[src/rtl/conv_engine_pkg.sv]
// Shared types and width helpers for the parametrised convolution engine.
// The CONV_SATURATE_EN macro is consumed by the top (output clamping), not here.
package conv_engine_pkg;

    typedef enum logic [2:0] {
        IDLE  = 3'd0,
        SETUP = 3'd1,
        RUN   = 3'd2,
        DRAIN = 3'd3,
        WRITE = 3'd4,
        FIN   = 3'd5
    } conv_state_e;

    // Address-to-accumulate latency of the MAC pipeline.
    localparam int MAC_LAT = 3;

    function automatic int addr_w(input int depth);
        return (depth > 1) ? $clog2(depth) : 1;
    endfunction

    function automatic int acc_w(input int dy_w, input int dh_w, input int max_h);
        return dy_w + dh_w + addr_w(max_h);
    endfunction

endpackage

[src/rtl/conv_mac_pipe.sv]
// Two-stage multiply-accumulate: registered product, then accumulator.
// clr has priority over an arriving product.
module conv_mac_pipe
    import conv_engine_pkg::*;
#(
    parameter int DY_W  = 8,
    parameter int DH_W  = 8,
    parameter int ACC_W = 21
) (
    input  logic             clk,
    input  logic             rstn,
    input  logic             clr,
    input  logic             in_vld,
    input  logic [DY_W-1:0]  y,
    input  logic [DH_W-1:0]  h,
    output logic [ACC_W-1:0] acc
);

    localparam int P_W = DY_W + DH_W;

    logic [P_W-1:0]   prod_d, prod_q;
    logic             prod_vld_d, prod_vld_q;
    logic [ACC_W-1:0] acc_d, acc_q;

    // Next-state of product register and accumulator
    always_comb begin
        prod_vld_d = in_vld;
        if (in_vld) begin
            prod_d = {{DH_W{1'b0}}, y} * {{DY_W{1'b0}}, h};
        end else begin
            prod_d = prod_q;
        end
        if (clr) begin
            acc_d = {ACC_W{1'b0}};
        end else if (prod_vld_q) begin
            acc_d = acc_q + ACC_W'(prod_q);
        end else begin
            acc_d = acc_q;
        end
    end

    // Pipeline registers with synchronous reset
    always_ff @(posedge clk) begin
        if (!rstn) begin
            prod_q     <= {P_W{1'b0}};
            prod_vld_q <= 1'b0;
            acc_q      <= {ACC_W{1'b0}};
        end else begin
            prod_q     <= prod_d;
            prod_vld_q <= prod_vld_d;
            acc_q      <= acc_d;
        end
    end

    assign acc = acc_q;

endmodule

[src/rtl/convolution_engine_param.sv]
// Runtime-sized 1-D convolution Z[i] = sum_j Y[j]*H[i-j], one tap per cycle.
// Define CONV_SATURATE_EN to clamp outputs at 2**DZ_W-1 instead of wrapping.
module convolution_engine_param
    import conv_engine_pkg::*;
#(
    parameter  int DY_W  = 8,
    parameter  int DH_W  = 8,
    parameter  int DZ_W  = 16,
    parameter  int MAX_Y = 32,
    parameter  int MAX_H = 32,
    localparam int AY_W  = addr_w(MAX_Y),
    localparam int SY_W  = AY_W + 1,
    localparam int AH_W  = addr_w(MAX_H),
    localparam int SH_W  = AH_W + 1,
    localparam int AZ_W  = addr_w(MAX_Y + MAX_H - 1),
    localparam int ACC_W = acc_w(DY_W, DH_W, MAX_H)
) (
    input  logic            clk,
    input  logic            rstn,
    input  logic            start,
    input  logic [SY_W-1:0] sizeY,
    input  logic [SH_W-1:0] sizeH,
    input  logic            h_wr,
    input  logic [AH_W-1:0] h_addr,
    input  logic [DH_W-1:0] h_data,
    output logic [AY_W-1:0] memY_addr,
    input  logic [DY_W-1:0] dataY,
    output logic [AZ_W-1:0] memZ_addr,
    output logic [DZ_W-1:0] dataZ,
    output logic            writeZ,
    output logic            busy,
    output logic            done,
    output logic            err
);

    // One extra bit so i+1 and sizeY+sizeH-1 never wrap.
    localparam int IW = AZ_W + 1;
    localparam logic [1:0] DRAIN_LAST = 2'(MAC_LAT - 1);

    conv_state_e      state_d, state_q;
    logic [SY_W-1:0]  sy_d, sy_q;
    logic [SH_W-1:0]  sh_d, sh_q;
    logic [IW-1:0]    nz_d, nz_q;
    logic [AZ_W-1:0]  i_d, i_q;
    logic [IW-1:0]    i_next;
    logic [AY_W-1:0]  j_d, j_q;
    logic [AY_W-1:0]  jmax_d, jmax_q;
    logic [1:0]       dcnt_d, dcnt_q;
    logic             busy_d, busy_q;
    logic             done_d, done_q;
    logic             err_d, err_q;
    logic             writez_d, writez_q;
    logic [AZ_W-1:0]  memz_addr_d, memz_addr_q;
    logic [DZ_W-1:0]  dataz_d, dataz_q;
    logic             vld1_d, vld1_q;
    logic [AH_W-1:0]  hidx_d, hidx_q;
    logic [DH_W-1:0]  h_file_d [MAX_H];
    logic [DH_W-1:0]  h_file_q [MAX_H];
    logic             mac_clr;
    logic [ACC_W-1:0] acc;

    function automatic logic [AY_W-1:0] first_tap(input logic [AZ_W-1:0] i,
                                                  input logic [SH_W-1:0] sh);
        logic [IW-1:0] ie;
        logic [IW-1:0] lag;
        ie  = IW'(i);
        lag = IW'(sh) - IW'(1);
        if (ie >= lag) begin
            first_tap = AY_W'(ie - lag);
        end else begin
            first_tap = {AY_W{1'b0}};
        end
    endfunction

    function automatic logic [AY_W-1:0] last_tap(input logic [AZ_W-1:0] i,
                                                 input logic [SY_W-1:0] sy);
        logic [IW-1:0] ie;
        logic [IW-1:0] ylast;
        ie    = IW'(i);
        ylast = IW'(sy) - IW'(1);
        if (ie < ylast) begin
            last_tap = AY_W'(ie);
        end else begin
            last_tap = AY_W'(ylast);
        end
    endfunction

    function automatic logic [DZ_W-1:0] z_result(input logic [ACC_W-1:0] a);
`ifdef CONV_SATURATE_EN
        if (a > ACC_W'({DZ_W{1'b1}})) begin
            z_result = {DZ_W{1'b1}};
        end else begin
            z_result = a[DZ_W-1:0];
        end
`else
        z_result = a[DZ_W-1:0];
`endif
    endfunction

    // Sequencing FSM and output register next-state
    always_comb begin
        state_d     = state_q;
        sy_d        = sy_q;
        sh_d        = sh_q;
        nz_d        = nz_q;
        i_d         = i_q;
        j_d         = j_q;
        jmax_d      = jmax_q;
        dcnt_d      = dcnt_q;
        busy_d      = busy_q;
        done_d      = 1'b0;
        err_d       = 1'b0;
        writez_d    = 1'b0;
        memz_addr_d = memz_addr_q;
        dataz_d     = dataz_q;
        i_next      = IW'(i_q) + IW'(1);
        case (state_q)
            IDLE: begin
                if (start) begin
                    sy_d    = sizeY;
                    sh_d    = sizeH;
                    busy_d  = 1'b1;
                    state_d = SETUP;
                end else begin
                    state_d = IDLE;
                end
            end
            SETUP: begin
                if ((sy_q == {SY_W{1'b0}}) || (sh_q == {SH_W{1'b0}}) ||
                    (sy_q > SY_W'(MAX_Y)) || (sh_q > SH_W'(MAX_H))) begin
                    done_d  = 1'b1;
                    err_d   = 1'b1;
                    state_d = FIN;
                end else begin
                    i_d     = {AZ_W{1'b0}};
                    nz_d    = IW'(sy_q) + IW'(sh_q) - IW'(1);
                    j_d     = first_tap({AZ_W{1'b0}}, sh_q);
                    jmax_d  = last_tap({AZ_W{1'b0}}, sy_q);
                    state_d = RUN;
                end
            end
            RUN: begin
                if (j_q == jmax_q) begin
                    dcnt_d  = 2'd0;
                    state_d = DRAIN;
                end else begin
                    j_d = j_q + AY_W'(1);
                end
            end
            DRAIN: begin
                // acc holds the final sum during the last drain cycle.
                if (dcnt_q == DRAIN_LAST) begin
                    writez_d    = 1'b1;
                    memz_addr_d = i_q;
                    dataz_d     = z_result(acc);
                    state_d     = WRITE;
                end else begin
                    dcnt_d = dcnt_q + 2'd1;
                end
            end
            WRITE: begin
                i_d = AZ_W'(i_next);
                if (i_next == nz_q) begin
                    done_d  = 1'b1;
                    state_d = FIN;
                end else begin
                    j_d     = first_tap(AZ_W'(i_next), sh_q);
                    jmax_d  = last_tap(AZ_W'(i_next), sy_q);
                    state_d = RUN;
                end
            end
            FIN: begin
                busy_d  = 1'b0;
                state_d = IDLE;
            end
            default: begin
                busy_d  = 1'b0;
                state_d = IDLE;
            end
        endcase
    end

    // Address stage: tap valid and H index travel alongside the Y read
    always_comb begin
        vld1_d = (state_q == RUN);
        hidx_d = AH_W'(IW'(i_q) - IW'(j_q));
    end

    // Coefficient file accepts writes only while idle
    always_comb begin
        h_file_d = h_file_q;
        if (h_wr && (state_q == IDLE) && (int'(h_addr) < MAX_H)) begin
            h_file_d[h_addr] = h_data;
        end else begin
            h_file_d = h_file_q;
        end
    end

    assign mac_clr = (state_q != RUN) && (state_q != DRAIN);

    conv_mac_pipe #(
        .DY_W  (DY_W),
        .DH_W  (DH_W),
        .ACC_W (ACC_W)
    ) u_mac (
        .clk    (clk),
        .rstn   (rstn),
        .clr    (mac_clr),
        .in_vld (vld1_q),
        .y      (dataY),
        .h      (h_file_q[hidx_q]),
        .acc    (acc)
    );

    // State, counters, coefficient file and output registers
    always_ff @(posedge clk) begin
        if (!rstn) begin
            state_q     <= IDLE;
            sy_q        <= {SY_W{1'b0}};
            sh_q        <= {SH_W{1'b0}};
            nz_q        <= {IW{1'b0}};
            i_q         <= {AZ_W{1'b0}};
            j_q         <= {AY_W{1'b0}};
            jmax_q      <= {AY_W{1'b0}};
            dcnt_q      <= 2'd0;
            busy_q      <= 1'b0;
            done_q      <= 1'b0;
            err_q       <= 1'b0;
            writez_q    <= 1'b0;
            memz_addr_q <= {AZ_W{1'b0}};
            dataz_q     <= {DZ_W{1'b0}};
            vld1_q      <= 1'b0;
            hidx_q      <= {AH_W{1'b0}};
            for (int k = 0; k < MAX_H; k++) begin
                h_file_q[k] <= {DH_W{1'b0}};
            end
        end else begin
            state_q     <= state_d;
            sy_q        <= sy_d;
            sh_q        <= sh_d;
            nz_q        <= nz_d;
            i_q         <= i_d;
            j_q         <= j_d;
            jmax_q      <= jmax_d;
            dcnt_q      <= dcnt_d;
            busy_q      <= busy_d;
            done_q      <= done_d;
            err_q       <= err_d;
            writez_q    <= writez_d;
            memz_addr_q <= memz_addr_d;
            dataz_q     <= dataz_d;
            vld1_q      <= vld1_d;
            hidx_q      <= hidx_d;
            h_file_q    <= h_file_d;
        end
    end

    assign memY_addr = j_q;
    assign memZ_addr = memz_addr_q;
    assign dataZ     = dataz_q;
    assign writeZ    = writez_q;
    assign busy      = busy_q;
    assign done      = done_q;
    assign err       = err_q;

endmodule

[config.mk]
export PLATFORM = sky130hd
export DESIGN_NAME = convolution_engine_param
export DESIGN_NICKNAME = d
export VERILOG_FILES = /design/src/rtl/conv_engine_pkg.sv /design/src/rtl/conv_mac_pipe.sv /design/src/rtl/convolution_engine_param.sv
export SDC_FILE = /design/constraint.sdc
export NUM_CORES = 1
export LEC_CHECK = 0
export BUFFER_PORTS_ARGS = -buffer_cell sky130_fd_sc_hd__buf_2
export CAP_MARGIN = 10
export CORE_MARGIN = 4
export CORE_UTILIZATION = 30
export DETAILED_ROUTE_END_ITERATION = 7
export HOLD_SLACK_MARGIN = 0.03
export PLACE_DENSITY = 0.57
export SYNTH_ARGS = -nofsm -noshare
export SYNTH_HDL_FRONTEND = slang
export SYNTH_SLANG_ARGS = --single-unit
export TNS_END_PERCENT = 30
[constraint.sdc]
create_clock -name clk -period 10.6 [get_ports clk]
set_clock_uncertainty 0.2 [all_clocks]
set_input_delay 0.53 -clock clk [delete_from_list [all_inputs] [get_ports clk]]
set_output_delay 0.53 -clock clk [all_outputs]
set_load 0.01 [all_outputs]
==> reports/summary.txt, run 1 <==
Status: complete, no violations
Area delta synth->final: 12.75%
TritonCTS buffer count: 40
I/O Buffers: 67
Total number of vias: 15160
Hold WC Path Type: input pin to flip-flop
Yosys top cell by area: dfxtp_1
Clk sinks: 361
Post-Synthesis Cells: 2124
Worst reg-to-reg setup slack: 3.62 ns
Routed len/inst: 18.04 um
Largest net degree at the start of global routing: 147
Post-synth ARST share: 0%
Leakage: 0.008253 uW
Worst EP arrival: 7.25 ns
Top post-synthesis cells by count: dfxtp_1 (361), nand2_1 (340), a21oi_1 (218), nor2_1 (189), mux2i_1 (131)
First-pass GRT wire length: 85130 um
Layout cells sized above 1: 11.44%
Worst-case clock buffer depth: 3
RSZ-0062 raised after global routing: no
Syn_nets: 2285
Final hold vios: 0
Starting Density: 30.47%
Die Span Y: 261.8 um
Finished Layout Cells: 2996
Worst-Margin Slew: 1.282 ns
Synthesized cell area: 0.01932 mm^2
Root Buffer: clkbuf_16
N_diodes: 0
Hold endpoint: u_mac.prod_q[0]
Cells on Worst Hold Path: 3
Total Routing Usage GR: 15.62%
Setup CP Type: flip-flop to flip-flop
Post-synth EDFFs: 0
R2R Path End: u_mac.prod_q[15]
Placed Cells: 2914
Period utilization: 65.88%
Die X: 261.8 um
Most frequent cell after synthesis: dfxtp_1
RR Startpoint: hidx_q[0]
Drt pass-1 iters: 6
Initial drt markers: 1084
Final wirelength: 54040 um
Syn_area_per_cell: 9.098 um^2
CTS H-tree depth: 2
YS warnings: 0
GRT overflow: 0
IO Count: 68
Achievable Freq: 143.2 MHz
Main area contributors after synthesis: dfxtp_1 (37%), mux4_2 (9.3%), mux2i_1 (6.8%), nand2_1 (6.6%), a21oi_1 (5.6%)
Worst Path Max Fanout: 34
DRC: 0
Min-Delay Startpoint: dataY[0]
Top FF cell, synth: dfxtp_1
Final setup fails: 0
Maximum vdd drop: 0.1189 mV
Post_cts resized: 0
Worst reg2reg path depth: 18
Antenna violations before repair: 0
Crit path launch type: flip-flop
Worst-path clk slew: 0.06 ns
Final setup TNS: 0 ns
Relative slew slack: 14.34%
Max cap viols: 0
Core area: 0.06343 mm^2
Sequential share of the synthesized area: 37.40%
Die area: 0.06854 mm^2
DR vias/cell: 5.061
Vias in the first global route: 15000
Netlist cell types: 66
Flops & latches, synth: 361
Nets: 2283
Placer congestion estimate: 0.8424
Antenna Nets Post-Route: 0
Final-report max-slew violation count: 0
Hpwl dp: 36590 um
CP required: 10.86 ns
Row count: 92
Final Critical Period: 6.983 ns
Crit path capture type: flip-flop
CTS tree: done
Clk Latency, worst-skew pair: 0.61 ns
Share of the synthesized area in the top cell type: 37.40%
Pwr dens: 175.8 mW/mm^2
layout by cell type (no fill, tap or decap), types with 4 or more instances in the layout:
cell,netlist,layout
a211oi_1,10,10
o21ai_0,35,35
nor2_4,7,8
nor2b_1,55,55
nand2b_1,27,27
nand2_1,340,340
nand4_1,4,4
nand3b_1,14,14
a21o_1,14,14
a21oi_1,218,218
a22oi_1,7,7
ha_1,84,84
a31oi_1,12,12
clkinv_2,0,4
clkbuf_1,108,11
mux4_2,80,80
clkbuf_16,0,40
nor2_1,189,188
mux2i_4,8,8
and2_1,12,12
xor2_1,24,24
nand3_1,100,100
nor3_1,15,14
buf_4,2,11
fa_1,40,40
mux2i_1,131,131
clkbuf_8,0,4
inv_1,93,92
or3_1,7,7
dfxtp_1,361,359
bufinv_16,0,5
buf_2,17,67
dlygate4sd3_1,0,12
o21a_1,10,10
xnor2_1,32,32
and3_1,8,8
power breakdown:
group          switching (uW)  internal [uW]
Sequential                139           1410
Clock                     609            859
Combinational             470            339
Total                    1220           2610
logic make-up (layout without fill, tap and decap cells):
group | after synthesis | count (layout) | share of synthesized area [%]
XOR/XNOR | 58 | 58 | 2.778
AO/OA/AOI/OAI | 339 | 339 | 10.01
flip-flops | 361 | 361 | 37.40
buffers and inverters | 227 | 253 | 4.558
adder cells (fa/ha/maj) | 124 | 124 | 9.582
multiplexers | 219 | 219 | 17.04
AND/OR/NAND/NOR | 796 | 796 | 18.63
how the worst max path moves through the flow:
stage | start | endpoint | slack [ns] | depth (start not counted)
2_1_floorplan | hidx_q[0] | u_mac.prod_q[15] | 4.71 | 19
3_3_place_gp | hidx_q[0] | u_mac.prod_q[15] | 3.60 | 19
3_5_place_dp | hidx_q[0] | u_mac.prod_q[15] | 3.55 | 18
4_1_cts | hidx_q[0] | u_mac.prod_q[15] | 3.53 | 18
5_1_grt | hidx_q[0] | u_mac.prod_q[15] | 3.16 | 19
6_report | hidx_q[0] | u_mac.prod_q[15] | 3.62 | 18
critical path: stages (launching register included):
cell	delay [ns]
dfxtp_4	0.80
buf_4	0.63
mux4_2	0.59
mux4_2	0.55
mux2i_4	0.31
nand2b_1	0.17
fa_1	0.44
fa_1	0.55
inv_1	0.05
fa_1	0.52
inv_1	0.05
fa_1	0.52
inv_1	0.04
ha_1	0.23
or3_1	0.39
o2111ai_1	0.25
nand2_1	0.11
o2111a_1	0.24
nor4_1	0.21
layer usage:
layer  global-route usage [%]  part of all wire, %  vias up
met1                    20.06                   43     7346
met3                    2.188                  4.9      106
met2                    26.80                   49      414
met5                        0                    0        -
met4                    5.769                  3.3        0
li1                         -                    -     7298
registers in the layout, summed over array words and instances (netlist names):
name,cells
u_mac.prod_q,16
sh_q,6
state_q,3
jmax_q,5
sy_q,6
memZ_addr,6
hidx_q,5
vld1_q,1
dcnt_q,2
u_mac.acc,16
busy,1
done,1
err,1
dataZ,16
nz_q,7
i_q,6
memY_addr,5
writeZ,1
u_mac.prod_vld_q,1
h_file_q,256
final cells by class:
cell class / instances / area (um^2)
fill: 6431 / 41640
multi-input combinational: 1536 / 11230
sequential: 361 / 7232
clock buffer: 55 / 1097
tap: 846 / 1059
timing repair buffer: 90 / 538.0
inverter: 93 / 356.6
clock inverter: 15 / 276.5
what timing repair did:
item | in CTS | in global routing
endpoints found under the hold margin | 12 | 0
setup buffers | 0 | 0
hold buffers | 12 | 0
per-stage QoR:
step / area, um^2 / hold WS, ns / total power (uW) / setup slack (ns) / util [%]
6_report: 21790 / 0.1285 / 3831 / 3.617 / 34.35
5_1_grt: 21790 / 0.1505 / 4025 / 3.163 / 34.35
4_1_cts: 21790 / 0.09382 / 3871 / 3.533 / 34.35
3_5_place_dp: 20290 / 0.2433 / 2387 / 3.546 / 32.00
3_3_place_gp: 20290 / 0.2363 / 2368 / 3.598 / 32.00
2_1_floorplan: 19320 / 0.2287 / 2160 / 4.709 / -
No activity file was read; power rests on OpenSTA's default activity.
==> inputs of run 2 (changes only) <==
Settings changed: PLACE_DENSITY 0.57 to 0.58.
Clock period 10.6 ns to 5.8 ns, I/O delays scaled along.
==> reports/summary.txt, run 2 (same netlist as run 1, synthesis figures left out) <==
Status: finished, violations left
Violated checks: negative setup slack
RR Startpoint: hidx_q[0]
Pwr dens: 311.8 mW/mm^2 (+77%)
Placer congestion estimate: 0.8296 (-1.5%)
Die X: 261.8 um (unchanged)
First-pass GRT wire length: 86270 um (+1.3%)
Highest cell delay on the worst timing path: 0.56 ns (-0.24 ns)
Worst Path Max Fanout: 6 (-82%)
CTS tree: done
Most frequent cells in the layout: dfxtp_1 (359), nand2_1 (340), a21oi_1 (216)
Area of the multi-input gates: 0.01137 mm^2 (+1.2%)
Total number of vias: 15390 (+1.5%)
Worst-case clock buffer depth: 3 (unchanged)
Clock share of power: 36.1% (-2.2 points)
Hold WC Path Type: input pin to flip-flop
Layout cells sized above 1: 15.07% (+3.6 points)
Hold endpoint: state_q[1]
Final setup fails: 4 (+4)
CTS H-tree depth: 2 (unchanged)
Total Routing Usage GR: 15.68% (+0.056 points)
Worst reg2reg path depth: 20 (+2)
Power, Total: 7047 uW (+84%)
Fin util: 35.63% (+1.3 points)
Filler instances: 6321 (-1.7%)
Relative slew slack: 4.056% (-10 points)
Crit path capture type: flip-flop
Setup CP Type: flip-flop to flip-flop
Root Buffer: clkbuf_16
Final hold vios: 0 (unchanged)
Worst-path clk slew: 0.06 ns (about the same)
Slowest cell on the critical path: fa_1
Routed len/inst: 17.77 um (-1.5%)
Setup ws final: -0.1169 ns (-3.733 ns)
Die area: 0.06854 mm^2 (unchanged)
Worst-Margin Slew: 1.439 ns (+0.1569 ns)
Die Span Y: 261.8 um (unchanged)
Core area: 0.06343 mm^2 (unchanged)
I/O Buffers: 67 (unchanged)
Leakage: 0.008632 uW (+4.6%)
Antenna violations before repair: 0 (unchanged)
CP required: 6.06 ns (-4.80 ns)
Drt pass-1 iters: 5 (-1)
CP delay by family, top: adder cells
Final wirelength: 54290 um (+0.46%)
Final-report max-slew violation count: 0 (unchanged)
Cells on Worst Hold Path: 3 (unchanged)
Area delta synth->final: 16.95%
Hpwl dp: 37120 um (+1.4%)
Crit path launch type: flip-flop
Nets: 2345 (+2.7%)
DR vias/cell: 5.037 (-0.48%)
Internal Power: 4829 uW (+85%)
RSZ-0062 raised after global routing: yes
CP bufs+invs: 6 (+2)
Worst EP arrival: 6.17 ns (-1.08 ns)
Achievable Freq: 169.0 MHz (+18%)
Commonest non-fill, non-tap cell in the layout: dfxtp_1
Row count: 92 (unchanged)
Period utilization: 102.0% (+36 points)
Flop pwr share: 39.1% (-1.5 points)
Most flop-heavy register: h_file_q
IO Count: 68 (unchanged)
Clk Latency, worst-skew pair: 0.58 ns (-0.03 ns)
TritonCTS buffer count: 40 (unchanged)
Final Critical Period: 5.917 ns (-1.067 ns)
Final setup TNS: -0.3399 ns (-0.3399 ns)
Worst reg-to-reg setup slack: -0.12 ns (-3.73 ns)
Antenna Nets Post-Route: 0 (unchanged)
Comb power frac: 24.8% (+3.7 points)
Starting Density: 30.47% (unchanged)
GRT overflow: 0 (unchanged)
Maximum vdd drop: 0.2170 mV (+82%)
Worst path cell trace: buf_12 -> buf_12 -> buf_8 -> mux4_2 -> mux4_2 -> mux2i_4 -> nand2b_4 -> fa_1 -> fa_1 -> inv_2 -> fa_1 -> inv_2 -> fa_1 -> inv_2 -> ha_4 -> or3_4 -> nand2b_4 -> a311oi_2 -> o22ai_1 -> and2_1
R2R Path End: u_mac.prod_q[13]
Max cap viols: 0 (unchanged)
Sequential cell area: 0.007232 mm^2 (unchanged)
Net switching power: 2218 uW (+82%)
Min-Delay Startpoint: rstn
DRC: 0 (unchanged)
Worst slack, placed: -0.2417 ns (-3.788 ns)
Vias in the first global route: 15550 (+3.7%)
Largest net degree at the start of global routing: 268 (+82%)
Max reg flops: 256 (unchanged)
Critical path's most frequent cell: fa_1
Switching Share: 31.47% (-0.34 points)
Clk sinks: 361 (unchanged)
Initial drt markers: 1210 (+12%)
run 2: cell types whose count changed in the layout (fill, tap and decap cells not counted), moves of 5 or more:
cell,delta
buf_12,+14
clkbuf_8,+5
buf_4,+37
inv_1,-5
inv_2,+5
buf_6,+6
run 2: routing by layer:
layer | share of wire (%) | vias up | track usage, %
li1 | - | 7429 | -
met1 | 43 | 7489 | 19.70
met2 | 49 | 378 | 27.36
met3 | 4.8 | 98 | 2.486
met4 | 3.1 | 0 | 5.472
met5 | 0 | - | 0
run 2: power groups by stage:
stage | sequential, uW | clock, uW | combinational, uW
floorplan | 2710 | 0 | 1260
global placement | 2810 | 0 | 1610
detailed placement | 2810 | 0 | 1640
CTS | 2760 | 2610 | 1750
global route | 2770 | 2710 | 1920
finish | 2750 | 2550 | 1750
run 2: worst max path at each step:
| stage | to | slack, ns | depth (start not counted) | start |
|---|---|---|---|---|
| floorplan | u_mac.prod_q[15] | 0.002 | 19 | hidx_q[1] |
| global placement | u_mac.prod_q[15] | -0.15 | 18 | hidx_q[0] |
| detailed placement | u_mac.prod_q[15] | -0.24 | 18 | hidx_q[0] |
| CTS | u_mac.prod_q[15] | -0.15 | 22 | hidx_q[0] |
| global route | u_mac.prod_q[14] | -0.33 | 22 | hidx_q[0] |
| finish | u_mac.prod_q[13] | -0.12 | 20 | hidx_q[0] |
run 2: final cells by class:
cell class / count / area share [%]
Sequential cell: 361 / 32.00
Inverter: 93 / 1.578
Timing Repair Buffer: 152 / 5.625
Clock inverter: 11 / 0.7142
Tap cell: 846 / 4.684
Antenna cell: 1 / 0.01107
Clock buffer: 56 / 5.093
Multi-Input combinational cell: 1536 / 50.30
run 2: timing repair:
action                                 in CTS  in global routing
setup buffers                              17                  1
gates resized for setup                    29                 16
hold buffers                               13                  0
gates cloned                                3                  0
pin swaps                                  24                 16
setup endpoints to repair                   6                  9
endpoints found under the hold margin      13                  0
run 2: worst reg2reg max path: stages, from the launching register on:
cell	delay, ns
dfxtp_4	0.39
buf_12	0.14
buf_12	0.12
buf_8	0.10
mux4_2	0.53
mux4_2	0.54
mux2i_4	0.24
nand2b_4	0.18
fa_1	0.41
fa_1	0.56
inv_2	0.05
fa_1	0.52
inv_2	0.04
fa_1	0.51
inv_2	0.05
ha_4	0.16
or3_4	0.36
nand2b_4	0.17
a311oi_2	0.25
o22ai_1	0.10
and2_1	0.19
run 2: stage by stage:
stage / cell area (um^2) / cells / hold WS, ns
after CTS: 22530 / 3054 / 0.05873
after detailed placement: 20720 / 2954 / 0.2438
after global routing: 22600 / 3055 / 0.1045
after global placement: 20720 / 2954 / 0.2368
after floorplan: 19370 / 2124 / 0.2260
final: 22600 / 3056 / 0.07756
==> inputs of run 3 (changes only) <==
Settings changed: SKIP_LAST_GASP set to 1.
==> reports/summary.txt, run 3 (same netlist as run 1, synthesis figures left out) <==
GRT overflow: 0 (unchanged)
Die X: 261.8 um (unchanged)
Worst-case clock buffer depth: 3 (unchanged)
Final wirelength: 54210 um (-0.15%)
Starting Density: 30.47% (unchanged)
Pwr dens: 311.7 mW/mm^2 (about the same)
CP bufs+invs: 7 (+1)
Crit path to: u_mac.prod_q[15]
Initial drt markers: 1149 (-5.0%)
Total Routing Usage GR: 15.67% (about the same)
Worst-path clk slew: 0.06 ns (about the same)
Nets: 2345 (unchanged)
Worst-Margin Slew: 1.235 ns (-0.2039 ns)
Violated checks: negative setup slack
Slowest cell on the critical path: mux4_2
Crit path capture type: flip-flop
Setup ws final: -0.09843 ns (+0.01852 ns)
Max reg flops: 256 (unchanged)
Worst Path Max Fanout: 7 (+1)
Antenna Nets Post-Route: 0 (unchanged)
RSZ-0062 raised after global routing: yes
Final setup TNS: -0.3158 ns (+0.02408 ns)
Maximum vdd drop: 0.2168 mV (about the same)
Worst path cell trace: buf_12 -> buf_12 -> buf_4 -> mux4_2 -> mux4_2 -> mux2i_4 -> buf_6 -> nor2b_1 -> fa_1 -> fa_1 -> fa_1 -> inv_1 -> fa_1 -> inv_2 -> ha_4 -> buf_4 -> o21a_1 -> o21a_1 -> o2111ai_2 -> nand2_1 -> o2111a_1 -> nor4_2
Die area: 0.06854 mm^2 (unchanged)
Vias in the first global route: 15550 (+0.026%)
DR vias/cell: 5.045 (+0.14%)
Final setup fails: 4 (unchanged)
Commonest non-fill, non-tap cell in the layout: dfxtp_1
Die Span Y: 261.8 um (unchanged)
Max cap viols: 0 (unchanged)
Final Critical Period: 5.898 ns (-0.01852 ns)
Area of the multi-input gates: 0.01135 mm^2 (-0.18%)
Hpwl dp: 37120 um (unchanged)
Most frequent cells in the layout: dfxtp_1 (359), nand2_1 (340), a21oi_1 (218)
RR Startpoint: hidx_q[0]
Layout cells sized above 1: 14.85% (-0.23 points)
Worst slack, placed: -0.2417 ns (unchanged)
Highest cell delay on the worst timing path: 0.57 ns (about the same)
Drt pass-1 iters: 5 (unchanged)
Period utilization: 101.7% (-0.32 points)
Core area: 0.06343 mm^2 (unchanged)
Filler instances: 6322 (+0.016%)
Worst reg2reg path depth: 22 (+10%)
Worst EP arrival: 6.17 ns (about the same)
Sequential cell area: 0.007232 mm^2 (unchanged)
Most flop-heavy register: h_file_q
Worst reg-to-reg setup slack: -0.1 ns (+0.02 ns)
Achievable Freq: 169.5 MHz (+0.31%)
IO Count: 68 (unchanged)
Routed len/inst: 17.74 um (-0.15%)
Fin util: 35.60% (about the same)
I/O Buffers: 67 (unchanged)
R2R Path End: u_mac.prod_q[15]
Area delta synth->final: 16.85% (about the same)
Crit path launch type: flip-flop
CTS tree: done
Critical path's most frequent cell: fa_1
DRC: 0 (unchanged)
CP delay by family, top: adder cells
Critical path origin: hidx_q[0]
CP required: 6.08 ns (+0.02 ns)
Clk Latency, worst-skew pair: 0.58 ns (about the same)
Status: finished, violations left
TritonCTS buffer count: 40 (unchanged)
Power, Total: 7039 uW (-0.11%)
CTS H-tree depth: 2 (unchanged)
Antenna violations before repair: 0 (unchanged)
Root Buffer: clkbuf_16
Instance count on the critical path: 22 (+10%)
Final hold vios: 0 (unchanged)
Setup CP Type: flip-flop to flip-flop
Relative slew slack: 17.65% (+14 points)
Total number of vias: 15420 (+0.14%)
Placer congestion estimate: 0.8296 (unchanged)
First-pass GRT wire length: 86250 um (about the same)
Largest net degree at the start of global routing: 268 (unchanged)
Hold WC Path Type: input pin to flip-flop
Leakage: 0.008630 uW (about the same)
Row count: 92 (unchanged)
Final-report max-slew violation count: 0 (unchanged)
Clk sinks: 361 (unchanged)
-- run 3: power by group --
part / total [uW] / internal, uW / switching [uW] / leakage (uW)
Clock: 2540 / 1480 / 1060 / 0.000641
Combinational: 1740 / 763 / 980 / 0.00507
Sequential: 2750 / 2590 / 169 / 0.00291
Total: 7040 / 4830 / 2210 / 0.00863
-- run 3: through the flow --
stage / area, um^2 / instances / hold WS (ns)
finish: 22580 / 3056 / 0.08056
global route: 22580 / 3055 / 0.1045
CTS: 22530 / 3054 / 0.05873
detailed placement: 20720 / 2954 / 0.2438
global placement: 20720 / 2954 / 0.2368
floorplan: 19370 / 2124 / 0.2260
-- run 3: area by class of cell --
cell class / count / share of cell area (%)
tap: 846 / 4.688
inverter: 93 / 1.579
clock inverter: 11 / 0.7148
timing repair buffer: 152 / 5.630
multi-input combinational: 1536 / 50.25
clock buffer: 56 / 5.098
antenna: 1 / 0.01108
sequential: 361 / 32.03
-- run 3: routing by layer --
metal  global-route usage (%)  share of wire, %  up-vias
met5                        0                 0        -
met3                    2.477               5.4       97
met2                    27.37                49      415
li1                         -                 -     7428
met4                    5.487               3.1        0
met1                    19.69                42     7476
-- run 3: tightest hold or removal path, cell delays in order --
cell     delay [ns]
buf_2          0.29
nand2_1        0.16
a31oi_1        0.04
-- run 3: how the worst min path moves through the flow --
stage,startpoint,end,depth (start not counted)
finish,rstn,state_q[1],3
global route,rstn,state_q[1],3
CTS,rstn,state_q[1],3
detailed placement,h_file_q[14],h_file_q[14],2
global placement,h_file_q[110],h_file_q[110],2
floorplan,sizeY[1],sy_q[1],2
-- run 3: repair_timing --
item | 4_1_cts | 5_1_grt
endpoints found under the hold margin | 13 | 0
gates resized for setup | 26 | 13
buffers inserted | 17 | 1
setup endpoints to repair | 6 | 9
hold buffers | 13 | 0
pin swaps | 23 | 14
gates cloned | 3 | 0
